===== src/rtl/ov7670_capture_ctrl.sv =====
// ----------------------------------------------------------------------------
// ov7670_capture_ctrl
//   Captures RGB565 pixels from an OV7670 camera port and turns them into
//   linear frame buffer writes. The camera pins are sampled in the i_clk
//   domain. Edges of PCLK, VSYNC and HREF are detected on the synchronised
//   copies.
//
// Ports
//   i_clk, i_reset_n   system clock, asynchronous active-low reset
//   i_pclk, i_vsync,   raw camera pins, asynchronous to i_clk
//   i_href, i_data
//   i_capture_en       level; high keeps capturing frames back to back
//   o_wr_en            one-cycle write strobe
//   o_wr_addr          write address
//   o_wr_data          RGB565 pixel {first byte, second byte}
//   o_frame_done       one-cycle pulse at frame end
//   o_frame_cnt        completed frame count, wraps 255 -> 0
//   o_busy             high whenever the controller is not idle
//   o_err              sticky format error, cleared when a new capture arms
//
// Write port semantics: o_wr_en is a one-cycle strobe with no back-pressure.
// The frame buffer must accept a write in every cycle where o_wr_en=1.
// o_wr_addr and o_wr_data are valid while o_wr_en=1 and then hold until
// the next write.
// ----------------------------------------------------------------------------
module ov7670_capture_ctrl #(
  parameter int H_PIXELS = 320,
  parameter int V_LINES  = 240,
  parameter int ADDR_W   = 17
) (
  input  logic              i_clk,
  input  logic              i_reset_n,
  input  logic              i_pclk,
  input  logic              i_vsync,
  input  logic              i_href,
  input  logic [7:0]        i_data,
  input  logic              i_capture_en,
  output logic              o_wr_en,
  output logic [ADDR_W-1:0] o_wr_addr,
  output logic [15:0]       o_wr_data,
  output logic              o_frame_done,
  output logic [7:0]        o_frame_cnt,
  output logic              o_busy,
  output logic              o_err
);

  // The counters are wide enough to hold the saturation value itself.
  localparam int PW = $clog2(H_PIXELS + 1);
  localparam int LW = $clog2(V_LINES + 1);
  localparam logic [PW-1:0]     H_P    = PW'(H_PIXELS);
  localparam logic [LW-1:0]     V_L    = LW'(V_LINES);
  localparam logic [ADDR_W-1:0] H_STEP = ADDR_W'(H_PIXELS);

  typedef enum logic [1:0] {
    ST_IDLE  = 2'd0,
    ST_ARMED = 2'd1,
    ST_FRAME = 2'd2
  } state_t;

  state_t r_state;

  // Two-flop synchronisers. Every pin has the same depth, so data stays
  // aligned with pclk. The *_prev stage feeds edge detection.
  logic r_pclk_s1,  r_pclk_s2,  r_pclk_prev;
  logic r_vsync_s1, r_vsync_s2, r_vsync_prev;
  logic r_href_s1,  r_href_s2,  r_href_prev;
  logic [7:0] r_data_s1, r_data_s2;

  logic [PW-1:0]     r_pix_cnt;
  logic [LW-1:0]     r_line_cnt;
  logic [ADDR_W-1:0] r_line_base;
  logic              r_phase;
  logic [7:0]        r_high;

  logic              r_wr_en;
  logic [ADDR_W-1:0] r_wr_addr;
  logic [15:0]       r_wr_data;
  logic              r_frame_done;
  logic [7:0]        r_frame_cnt;
  logic              r_err;

  logic w_pclk_rise;
  logic w_vsync_rise;
  logic w_vsync_fall;
  logic w_href_fall;
  logic w_pix_ok;

  assign w_pclk_rise  =  r_pclk_s2  & ~r_pclk_prev;
  assign w_vsync_rise =  r_vsync_s2 & ~r_vsync_prev;
  assign w_vsync_fall = ~r_vsync_s2 &  r_vsync_prev;
  assign w_href_fall  = ~r_href_s2  &  r_href_prev;
  assign w_pix_ok     = (r_pix_cnt < H_P) && (r_line_cnt < V_L);

  always_ff @(posedge i_clk or negedge i_reset_n) begin
    if (!i_reset_n) begin
      r_state      <= ST_IDLE;
      r_pclk_s1    <= 1'b0;
      r_pclk_s2    <= 1'b0;
      r_pclk_prev  <= 1'b0;
      r_vsync_s1   <= 1'b0;
      r_vsync_s2   <= 1'b0;
      r_vsync_prev <= 1'b0;
      r_href_s1    <= 1'b0;
      r_href_s2    <= 1'b0;
      r_href_prev  <= 1'b0;
      r_data_s1    <= '0;
      r_data_s2    <= '0;
      r_pix_cnt    <= '0;
      r_line_cnt   <= '0;
      r_line_base  <= '0;
      r_phase      <= 1'b0;
      r_high       <= '0;
      r_wr_en      <= 1'b0;
      r_wr_addr    <= '0;
      r_wr_data    <= '0;
      r_frame_done <= 1'b0;
      r_frame_cnt  <= '0;
      r_err        <= 1'b0;
    end else begin
      r_pclk_s1    <= i_pclk;
      r_pclk_s2    <= r_pclk_s1;
      r_pclk_prev  <= r_pclk_s2;
      r_vsync_s1   <= i_vsync;
      r_vsync_s2   <= r_vsync_s1;
      r_vsync_prev <= r_vsync_s2;
      r_href_s1    <= i_href;
      r_href_s2    <= r_href_s1;
      r_href_prev  <= r_href_s2;
      r_data_s1    <= i_data;
      r_data_s2    <= r_data_s1;

      r_wr_en      <= 1'b0;
      r_frame_done <= 1'b0;

      case (r_state)
        ST_IDLE: begin
          if (i_capture_en) begin
            r_state <= ST_ARMED;
            r_err   <= 1'b0;
          end
        end

        ST_ARMED: begin
          if (w_vsync_fall) begin
            r_state     <= ST_FRAME;
            r_pix_cnt   <= '0;
            r_line_cnt  <= '0;
            r_line_base <= '0;
            r_phase     <= 1'b0;
          end
        end

        ST_FRAME: begin
          if (w_vsync_rise) begin
            // Frame end wins over any pclk edge seen in the same cycle.
            r_state      <= i_capture_en ? ST_ARMED : ST_IDLE;
            r_frame_done <= 1'b1;
            r_frame_cnt  <= r_frame_cnt + 8'd1;
          end else begin
            if (w_pclk_rise && r_href_s2) begin
              if (!r_phase) begin
                r_high  <= r_data_s2;
                r_phase <= 1'b1;
              end else begin
                r_phase <= 1'b0;
                if (w_pix_ok) begin
                  r_wr_en   <= 1'b1;
                  r_wr_addr <= r_line_base + ADDR_W'(r_pix_cnt);
                  r_wr_data <= {r_high, r_data_s2};
                end else begin
                  r_err <= 1'b1;
                end
                // Saturate at H_PIXELS. Every later pixel in the line is
                // dropped anyway.
                if (r_pix_cnt < H_P) r_pix_cnt <= r_pix_cnt + PW'(1);
              end
            end
            // An href fall implies synced href=0, so it never coincides with
            // a processed byte. The line-end update is applied last.
            if (w_href_fall) begin
              r_pix_cnt <= '0;
              if (r_line_cnt < V_L) begin
                r_line_cnt  <= r_line_cnt + LW'(1);
                r_line_base <= r_line_base + H_STEP;
              end
              if (r_phase) begin
                r_phase <= 1'b0;
                r_err   <= 1'b1;
              end
            end
          end
        end

        default: r_state <= ST_IDLE;
      endcase
    end
  end

  assign o_wr_en      = r_wr_en;
  assign o_wr_addr    = r_wr_addr;
  assign o_wr_data    = r_wr_data;
  assign o_frame_done = r_frame_done;
  assign o_frame_cnt  = r_frame_cnt;
  assign o_busy       = (r_state != ST_IDLE);
  assign o_err        = r_err;

endmodule


===== config.mk =====
export PLATFORM = sky130hd
export DESIGN_NAME = ov7670_capture_ctrl
export DESIGN_NICKNAME = d
export VERILOG_FILES = /design/src/rtl/ov7670_capture_ctrl.sv
export SDC_FILE = /design/constraint.sdc
export NUM_CORES = 1
export LEC_CHECK = 0
export BUFFER_PORTS_ARGS = -buffer_cell sky130_fd_sc_hd__buf_4
export CAP_MARGIN = 10
export CORE_ASPECT_RATIO = 1.1
export CORE_UTILIZATION = 25
export DETAILED_ROUTE_END_ITERATION = 8
export HOLD_SLACK_MARGIN = 0.05
export PLACE_DENSITY = 0.53
export SLEW_MARGIN = 20
export SYNTH_ARGS = -nofsm -noshare
export SYNTH_HDL_FRONTEND = slang
export SYNTH_SLANG_ARGS = --single-unit
export TNS_END_PERCENT = 100

===== constraint.sdc =====
create_clock -name i_clk -period 4.9 [get_ports i_clk]
set_input_delay 0.49 -clock i_clk [delete_from_list [all_inputs] [get_ports i_clk]]
set_output_delay 0.49 -clock i_clk [all_outputs]
set_load 0.01 [all_outputs]

[Word level (Yosys, flattened, before mapping)]
Cells that the tools add are included.
W data, S select, Z words.
Storage, ports and cells
  bits in registers: 114
  logic and storage cells: 109
  output and inout bits: 45
Operators by class
  equal/unequal tests: 11
  add/subtract/negate cells: 5
  order comparisons: 2
  muxes and demuxes: 44
  reduce and logical (&&, ||, !) cells: 14
  bitwise operators: 10
Operator list (number)
  $mux W17: 4
  $mux W9: 6
  $pmux W17 S2: 1
  $mux W8: 4
  $mux W1: 21
  $pmux W9 S2: 1
  $add A17 B9 Y17: 1
  $add A17 B9 Y17 const B: 1
  $add A8 B1 Y8 const B: 2
  $pmux W8 S2: 1
  $ne A2 B2 Y1 const B: 6
  $reduce_and A5 Y1: 2
  $add A9 B1 Y9 const B: 1
  $lt A9 B9 Y1 const B: 1
  $ne A3 B3 Y1 const B: 3
  $reduce_and A3 Y1: 3
  $lt A8 B8 Y1 const B: 1
  $mux W2: 3
  $not A1 Y1: 6
  $pmux W2 S3: 1
  $reduce_and A6 Y1: 1
  $reduce_bool A2 Y1: 3
  $and A1 B1 Y1: 4
  $pmux W1 S2: 2
  6 further kinds: 7

[Depth between registers and ports, before layout]
Gate-level depths: netlist of run 1.
  depth in word-level cells: 9
  gate-level depth with buffers: 7

[Worst setup path after synthesis of run 1]
No wires, ideal clock.
  kind: reg2reg
  start point: register r_pix_cnt[7]
  end point: register r_wr_addr[9], in the netlist o_wr_addr[9]
  arrival time: 1.655 ns
  cell stages (with the launch flop): 7
  path slack: 3.121 ns
  buffers on the path: 1
  period minus slack after synthesis: 1.779 ns
  data required time: 4.775 ns
  cell sequence: dfrtp_1 ha_1 a21o_1 a21oi_1 clkbuf_1 xnor2_1 mux2_2
On the way
  cells in the longest elaborated chain, start to end: 3
  elaborated cells between the ends (all ways): 4
RTL lines
  start: declaration: line 69  | logic [PW-1:0] r_pix_cnt;
  start signal: assignment: line 175  | if (r_pix_cnt < H_P) r_pix_cnt <= r_pix_cnt + PW'(1);
  $lt A9 B9 Y1: line 92  | assign w_pix_ok = (r_pix_cnt < H_P) && (r_line_cnt < V_L);
  $logic_and A1 B1 Y1: line 92
  $reduce_and A5 Y1 (no source line)
  end signal: assignment: line 168  | r_wr_addr <= r_line_base + ADDR_W'(r_pix_cnt);
  end: declaration: line 76  | logic [ADDR_W-1:0] r_wr_addr;
Parallel ways exist; a longest one is shown, timed or not.
A chain may end at the register's enable or synchronous reset.

[Final worst setup path of run 1]
  start point: register r_pix_cnt[6]
  end point: register r_wr_data[0], in the netlist o_wr_data[0]
On the way
  cells in the longest elaborated chain, start to end: 3
RTL lines
  $lt A9 B9 Y1: line 92
  $logic_and A1 B1 Y1: line 92
  $reduce_and A5 Y1 (no source line)
  end signal: assignment: line 169  | r_wr_data <= {r_high, r_data_s2};
  end: declaration: line 77  | logic [15:0] r_wr_data;
No other way between the ends.

==> results of run 1 <==
-- placed cells by master (no fill, tap or decap), types with 2 or more instances in the layout --
| cell | count |
|---|---|
| o41ai_1 | 6 |
| o311a_1 | 2 |
| a21boi_0 | 2 |
| mux2_4 | 21 |
| nand3_1 | 10 |
| clkbuf_16 | 9 |
| a21oi_1 | 20 |
| a211oi_1 | 2 |
| mux2_2 | 13 |
| nor2b_1 | 2 |
| a2bb2oi_1 | 2 |
| dfrtp_1 | 108 |
| nand2_1 | 23 |
| nor2_1 | 6 |
| xnor2_1 | 11 |
| inv_1 | 2 |
| mux2i_1 | 7 |
| o31ai_1 | 12 |
| bufinv_16 | 2 |
| o21ai_0 | 19 |
| buf_4 | 63 |
| nand2b_1 | 9 |
| clkbuf_8 | 3 |
| nor3_1 | 5 |
| o22a_1 | 2 |
| and4_1 | 2 |
| a31oi_1 | 6 |
| ha_1 | 8 |
| and2_1 | 3 |
| nand4_1 | 9 |
| clkinv_2 | 2 |
| a21o_1 | 2 |
| and3_1 | 9 |
| a31o_2 | 3 |
| or4_1 | 8 |
| nor4_1 | 6 |
-- synth_stat cells (all sizes together), types with 6 or more instances --
master,count
a21oi,21
a31oi,6
and3,9
buf,11
clkbuf,10
dfrtp,108
ha,8
mux2,34
mux2i,7
nand2,23
nand2b,9
nand3,10
nand4,9
nor2,7
nor4,6
o21ai,19
o31ai,12
o41ai,6
or4,8
xnor2,11
-- flip-flops by register name, indices dropped and copies added (netlist names), 2 cells and up --
signal,flops
r_data_s2,8
o_wr_data,16
r_pix_cnt,9
r_high,8
r_line_cnt,8
r_state,2
o_wr_addr,17
r_line_base,11
r_data_s1,8
o_frame_cnt,8
-- logic make-up (layout without fill, tap and decap cells) --
logic type | count (synthesis) | in the layout | share of synthesized area (%)
flops | 108 | 108 | 57.07
simple gates | 101 | 101 | 12.26
compound gates | 84 | 84 | 11.81
mux | 41 | 41 | 11.23
buf+inv | 24 | 82 | 3.302
xor+xnor | 12 | 12 | 2.219
fa+ha+maj | 8 | 8 | 2.114
-- worst max-delay path, stage by stage (launching register included) --
cell	delay (ns)
dfrtp_1	0.43
o21ai_0	0.35
and3_1	0.51
and2_2	0.91
mux2_2	0.41
-- final timing paths --
| check | slack (ns) | endpoint | depth (start not counted) | startpoint |
|---|---|---|---|---|
| max in group asynchronous | 3.58 | o_wr_addr[5]$_DFFE_PN0P_ | 2 | i_reset_n |
| min reg2reg | 0.35 | r_href_s2$_DFF_PN0_ | 0 | r_href_s1$_DFF_PN0_ |
| min in group asynchronous | 0.26 | o_wr_data[8]$_DFFE_PN0P_ | 1 | i_reset_n |
| min | 0.24 | r_pclk_s1$_DFF_PN0_ | 1 | i_pclk |
| max reg2reg | 2.14 | o_wr_data[0]$_DFFE_PN0P_ | 4 | r_pix_cnt[6]$_DFFE_PN0P_ |
| max | 2.14 | o_wr_data[0]$_DFFE_PN0P_ | 4 | r_pix_cnt[6]$_DFFE_PN0P_ |
-- power by group through the flow --
stage | clock network [W] | logic (W) | registers, W
floorplan | 0 | 0.000233 | 0.00105
global placement | 0 | 0.000318 | 0.00107
detailed placement | 0 | 0.000324 | 0.00107
CTS | 0.000828 | 0.000325 | 0.00106
global route | 0.000862 | 0.000362 | 0.00107
finish | 0.000803 | 0.000321 | 0.00106
-- routing by layer --
layer | vias up | global-route usage, % | wire, µm
li1 | 1505 | - | -
met1 | 1589 | 14.10 | 4538
met2 | 76 | 15.65 | 4435
met3 | 10 | 2.396 | 454
met4 | 0 | 5.227 | 179
met5 | - | 0 | 0
-- area by class of cell --
cell class / instances / area (µm²)
Fill cell: 1908 / 12770
Sequential cell: 108 / 2703
Multi-Input combinational cell: 246 / 1878
Timing Repair Buffer: 63 / 473.0
Tap cell: 243 / 304.0
Clock buffer: 12 / 266.5
Clock inverter: 4 / 70.07
Inverter: 3 / 11.26
-- through the flow --
step           power [W]  instance area [µm²]  setup slack (ns)  utilization, %
4_1_cts         0.002212                 5705             2.171           30.88
3_5_place_dp    0.001398                 5369             2.168           29.06
2_1_floorplan   0.001282                 4736             3.121               -
5_1_grt         0.002296                 5705             2.012           30.88
6_report        0.002183                 5705             2.141           30.88
3_3_place_gp    0.001389                 5369             2.277           29.06
==> key figures, run 1 <==
Pwr
  – Sw Ratio: 26.69%
  – Net Sw Power: 0.0005827 W
  – Int Pwr: 0.001600 W
  – Comb pwr share: 14.7%
  – Clock power share: 36.8%
  – Lkg Pwr: between 2 and 3 nW
  – VDD IR max: 0.2040 mV
  – Power density over the cells: 382.6 nW/µm²
  – Power share of the sequential group: 48.5%

Cells and area
  – Final std cells w/o fill: 679
  – Nets: 453
  – Ant. Diodes: 0
  – Synth-to-Final Area Change: 20.48%
  – Fraction of layout cells with a size suffix above 1: 28.21%

Logic synthesis
  – Synth cell types: 53
  – Async set or reset register ratio after synthesis: 100.0%
  – Sequential share of the synthesized area: between 50% and 60%
  – Mapped Nets: 400
  – Synth Warn #: 0
  – Top-area cell type share of the netlist area: 57.07%
  – Mapped Area: ~4700 µm²
  – Synth Instances: 378
  – Cell accounting for the most synthesized area: dfrtp_1
  – Synth Register Bits: 108
  – Top post-synthesis cells by area: dfrtp_1 57%, mux2_4 6.7%, mux2_2 3.1%
  – Avg Cell Area, Syn: 12.53 µm²
  – Post-synth EDFFs: 0
  – Most common flop cell mapped by yosys: dfrtp_1

Detailed routing
  – Final WL: 9607 µm
  – Post-DR vias/cell: 4.683
  – Via count: 3180
  – First drt pass iteration count: 4
  – ANT nets after route: 0
  – Post-route DRC violation count: 0
  – DR iter-0 viols: 201
  – DR WL/cell: 14.15 µm

Floorplanning
  – Die height: 146.4 µm
  – Core Area: 18480 µm²
  – Die width: 133.2 µm
  – Num ports: 59
  – Starting density of the core: 25.63%
  – Row count: 52
  – Area of the die: between 15000 and 20000 µm²

STA
  – Worst Max-Slew Pin Slew: 0.9943 ns
  – Final hold slack: 0.2435 ns
  – Worst Skew: around 0.0078 ns
  – Minimum clock period: 2.759 ns
  – Final hold violations: 0
  – Fin crit share: 56.31%
  – Fmax: 0.3624 GHz
  – Setup TNS: 0 ns
  – RSZ-0062 raised after global routing: no
  – Slew Limit Fails: 0
  – Final-report setup violation count: 0
  – Max transition margin: 33.71%

GRT
  – Initial antenna violation count: 0
  – Largest net degree at the start of global routing: 77
  – First-pass GRT wire length: 16300 µm
  – Number of global-route vias before repair: 3127
  – Overall Global Routing Usage: 10.44%
  – Remaining Overflow, GRT: 0

Placement
  – Port Buffers: 58
  – DP HPWL: 6500 µm
  – Gpl congestion: 0.8008
  – DP Cell Count: 663

Setup path
  – Worst-path fanout max: 34
  – Startpoint Class: register
  – CP endpoint kind: register
  – Crit path arrival time: 2.99 ns
  – Crit Path Class: reg -> reg
  – CP required: 5.13 ns

CTS
  – TritonCTS clock tree: done
  – Clk pin slew, worst setup/hold paths: 0.07 ns
  – Clock Sinks: 108
  – Htree depth: 3
  – Skew-Pair Late Insertion Delay: 0.35 ns
  – CTS Buffer Depth: 2
  – Root buf cell: clkbuf_16
  – Post-CTS resize count: 0
  – CTS Hold Bufs: 0
  – Post-CTS setup buffers: 0
  – Total CTS buffers: 9

Job
  – MaxCap Viol Count: 0

Worst hold path
  – Hold/Removal Path Class: in -> reg

Run status
  – Status: complete, no violations
Power figures use the tool's default switching activity.
==> run 2: changes to the inputs <==
--- a/config.mk
+++ b/config.mk
@@ -11,7 +11,7 @@
 export CORE_UTILIZATION = 25
 export DETAILED_ROUTE_END_ITERATION = 8
 export HOLD_SLACK_MARGIN = 0.05
-export PLACE_DENSITY = 0.53
+export PLACE_DENSITY = 0.54
 export SLEW_MARGIN = 20
 export SYNTH_ARGS = -nofsm -noshare
 export SYNTH_HDL_FRONTEND = slang
==> constraint.sdc (replaced) <==
create_clock -name i_clk -period 2.3 [get_ports i_clk]
set_input_delay 0.23 -clock i_clk [delete_from_list [all_inputs] [get_ports i_clk]]
set_output_delay 0.23 -clock i_clk [all_outputs]
set_load 0.01 [all_outputs]
==> run 2 against run 1 <==
  * Critical path depth is 2 higher
  * Combinational power is 130% higher
  * Worst hold slack lost 0.026 ns
  * First-iteration DRC count fell by 52%
  * Count of clock-buffer cells in the layout decreased by 1
  * Worst setup slack lost 1.7 ns
  * Fmax grew 45%
  * Clock power grew 86%
  * Critical endpoint is now o_wr_addr[16]$_DFFE_PN0P_
==> key figures, run 2 (synthesis gave the netlist of run 1 again) <==
Run status
  – Status: complete, no violations

Detailed routing
  – DR WL/cell: 14.10 µm (-0.32%)
  – Post-DR vias/cell: 4.680 (about the same)
  – Via count: 3290 (+3.5%)
  – First drt pass iteration count: 4 (unchanged)
  – Top Layer Used: met4
  – Routed met3 length: 427 µm (-5.9%)
  – Post-route DRC violation count: 0 (unchanged)
  – DR iter-0 viols: 97 (-52%)
  – Metal-1 WL: 4735 µm (+4.3%)
  – Final WL: 9915 µm (+3.2%)
  – DR WL met2: 4608 µm (+3.9%)
  – ANT nets after route: 0 (unchanged)

Floorplanning
  – Starting density of the core: 25.63% (unchanged)
  – Core Area: 18480 µm² (unchanged)
  – Row count: 52 (unchanged)
  – Die height: 146.4 µm (unchanged)
  – Num ports: 59 (unchanged)
  – Die width: 133.2 µm (unchanged)
  – Area of the die: 19500 µm² (unchanged)

STA
  – Final hold slack: 0.2178 ns (-0.02566 ns)
  – Minimum clock period: 1.898 ns (-0.8610 ns)
  – Setup TNS: 0 ns (unchanged)
  – Worst Skew: 0.009145 ns (+0.001391 ns)
  – Fin crit share: 82.54% (+26 points)
  – Slew Limit Fails: 0 (unchanged)
  – RSZ-0062 raised after global routing: no
  – Final hold violations: 0 (unchanged)
  – Worst Max-Slew Pin Slew: 0.5909 ns (-0.4033 ns)
  – Final-report setup violation count: 0 (unchanged)
  – Max transition margin: 60.53% (+27 points)
  – Fmax: 0.5268 GHz (+45%)

Pwr
  – Power share of the sequential group: 50.2% (+1.7 points)
  – Int Pwr: 0.003192 W (+99%)
  – Comb pwr share: 16.7% (+2.0 points)
  – Power density over the cells: 761.2 nW/µm² (+99%)
  – Clock power share: 33.1% (-3.7 points)
  – Lkg Pwr: 2.679 nW (+3.2%)
  – Sw Ratio: 28.80% (+2.1 points)
  – VDD IR max: 0.6158 mV (+200%)
  – Net Sw Power: 0.001292 W (+120%)

CTS
  – Clk pin slew, worst setup/hold paths: 0.07 ns (about the same)
  – Total CTS buffers: 9 (unchanged)
  – Htree depth: 3 (unchanged)
  – Skew-Pair Late Insertion Delay: 0.35 ns (about the same)
  – CTS Buffer Depth: 2 (unchanged)
  – Clock Sinks: 108 (unchanged)
  – TritonCTS clock tree: done
  – Root buf cell: clkbuf_16

Setup path
  – Crit path arrival time: 2.16 ns (-0.83 ns)
  – Startpoint Class: register
  – CP endpoint kind: register
  – CP required: 2.56 ns (-2.57 ns)
  – Worst-path fanout max: 11 (-68%)
  – Crit Path Class: reg -> reg

GRT
  – Overall Global Routing Usage: 11.03% (+0.58 points)
  – Largest net degree at the start of global routing: 43 (-44%)
  – Remaining Overflow, GRT: 0 (unchanged)
  – Number of global-route vias before repair: 3380 (+8.1%)
  – Initial antenna violation count: 0 (unchanged)
  – First-pass GRT wire length: 17040 µm (+4.6%)

Cells and area
  – Fraction of layout cells with a size suffix above 1: 29.13% (+0.92 points)
  – Most common cell after layout, fill and taps aside: dfrtp_1
  – Synth-to-Final Area Change: 24.39%
  – Final instance area: 5891 µm² (+3.2%)
  – Flip-flop count of the largest register after layout: 17 (unchanged)
  – Util after Layout: 31.88% (+1.0 points)
  – Fill cells: 1908 (unchanged)
  – Most frequent cells in the layout: 108 x dfrtp_1, 73 x buf_4, 23 x nand2_1
  – Nets: 477 (+5.3%)
  – Ant. Diodes: 0 (unchanged)

Placement
  – Gpl congestion: 0.8020 (+0.15%)
  – DP HPWL: 6822 µm (+5.0%)
  – Port Buffers: 58 (unchanged)
  – DP Area: 5484 µm² (+2.1%)

Worst hold path
  – Hold/Removal Path Class: in -> reg

Job
  – MaxCap Viol Count: 0 (unchanged)
==> run 2: cell count changes in the layout (fill, tap and decap cells not counted), sizes merged <==
cell,previous run,this run
bufinv,2,0
dlygate4sd3,0,12
buf,63,75
clkbuf,12,11
inv,3,5
clkinvlp,0,2
clkinv,2,1
==> run 2: timing repair <==
action,4_1_cts,5_1_grt
hold buffers,12,0
gates resized for setup,0,0
endpoints found under the hold margin,50,0
buffers inserted,0,0
==> run 2: per-layer routing <==
metal  up-vias  track usage, %
li1       1561               -
met1      1621           14.71
met2        90           17.20
met3        18           3.333
met4         0           3.239
met5         -               0
==> run 2: metrics by stage <==
step / worst slack, ns / cells / power [W]
2_1_floorplan: 0.5207 / 378 / 0.002731
3_3_place_gp: 0.4622 / 675 / 0.003005
3_5_place_dp: 0.4244 / 675 / 0.003028
4_1_cts: 0.4107 / 703 / 0.004560
5_1_grt: 0.3082 / 703 / 0.004748
6_report: 0.4017 / 703 / 0.004484
==> run 2: power groups by stage <==
stage          Combinational, W  Sequential, W  Clock (W)
2_1_floorplan          0.000497        0.00223          0
3_5_place_dp           0.000738        0.00229          0
6_report               0.000747        0.00225    0.00149
5_1_grt                0.000836        0.00228    0.00163
3_3_place_gp           0.000725        0.00228          0
4_1_cts                0.000756        0.00225    0.00155
==> run 2: area by class of cell <==
class	instances	area (µm²)	share of cell area, %
clock buffers	11	242.7	4.121
flip-flops and latches	108	2703	45.88
clock inverters	5	43.79	0.7434
repair buffers	87	708.2	12.02
well taps	243	304.0	5.161
multi-input cells	246	1878	31.88
inverters	3	11.26	0.1912
==> run 2: path summary, 6_finish.rpt <==
check,start,to,slack (ns),cells past startpoint
max,r_pix_cnt[7]$_DFFE_PN0P_,o_wr_addr[16]$_DFFE_PN0P_,0.40,6
min,i_capture_en,r_state[0]$_DFFE_PN0P_,0.22,3
max reg2reg,r_pix_cnt[7]$_DFFE_PN0P_,o_wr_addr[16]$_DFFE_PN0P_,0.40,6
min reg2reg,r_vsync_s1$_DFF_PN0_,r_vsync_s2$_DFF_PN0_,0.35,0
max in group asynchronous,i_reset_n,r_pix_cnt[3]$_DFFE_PN0P_,1.21,3
min in group asynchronous,i_reset_n,r_line_base[13]$_DFFE_PN0P_,0.43,2
==> run 2: critical path: stages (launching register included) <==
cell and delay [ns]:
dfrtp_1 0.43, ha_1 0.36, a21o_1 0.14, a21oi_1 0.06
buf_4 0.17, or4_1 0.46, a31oi_1 0.19
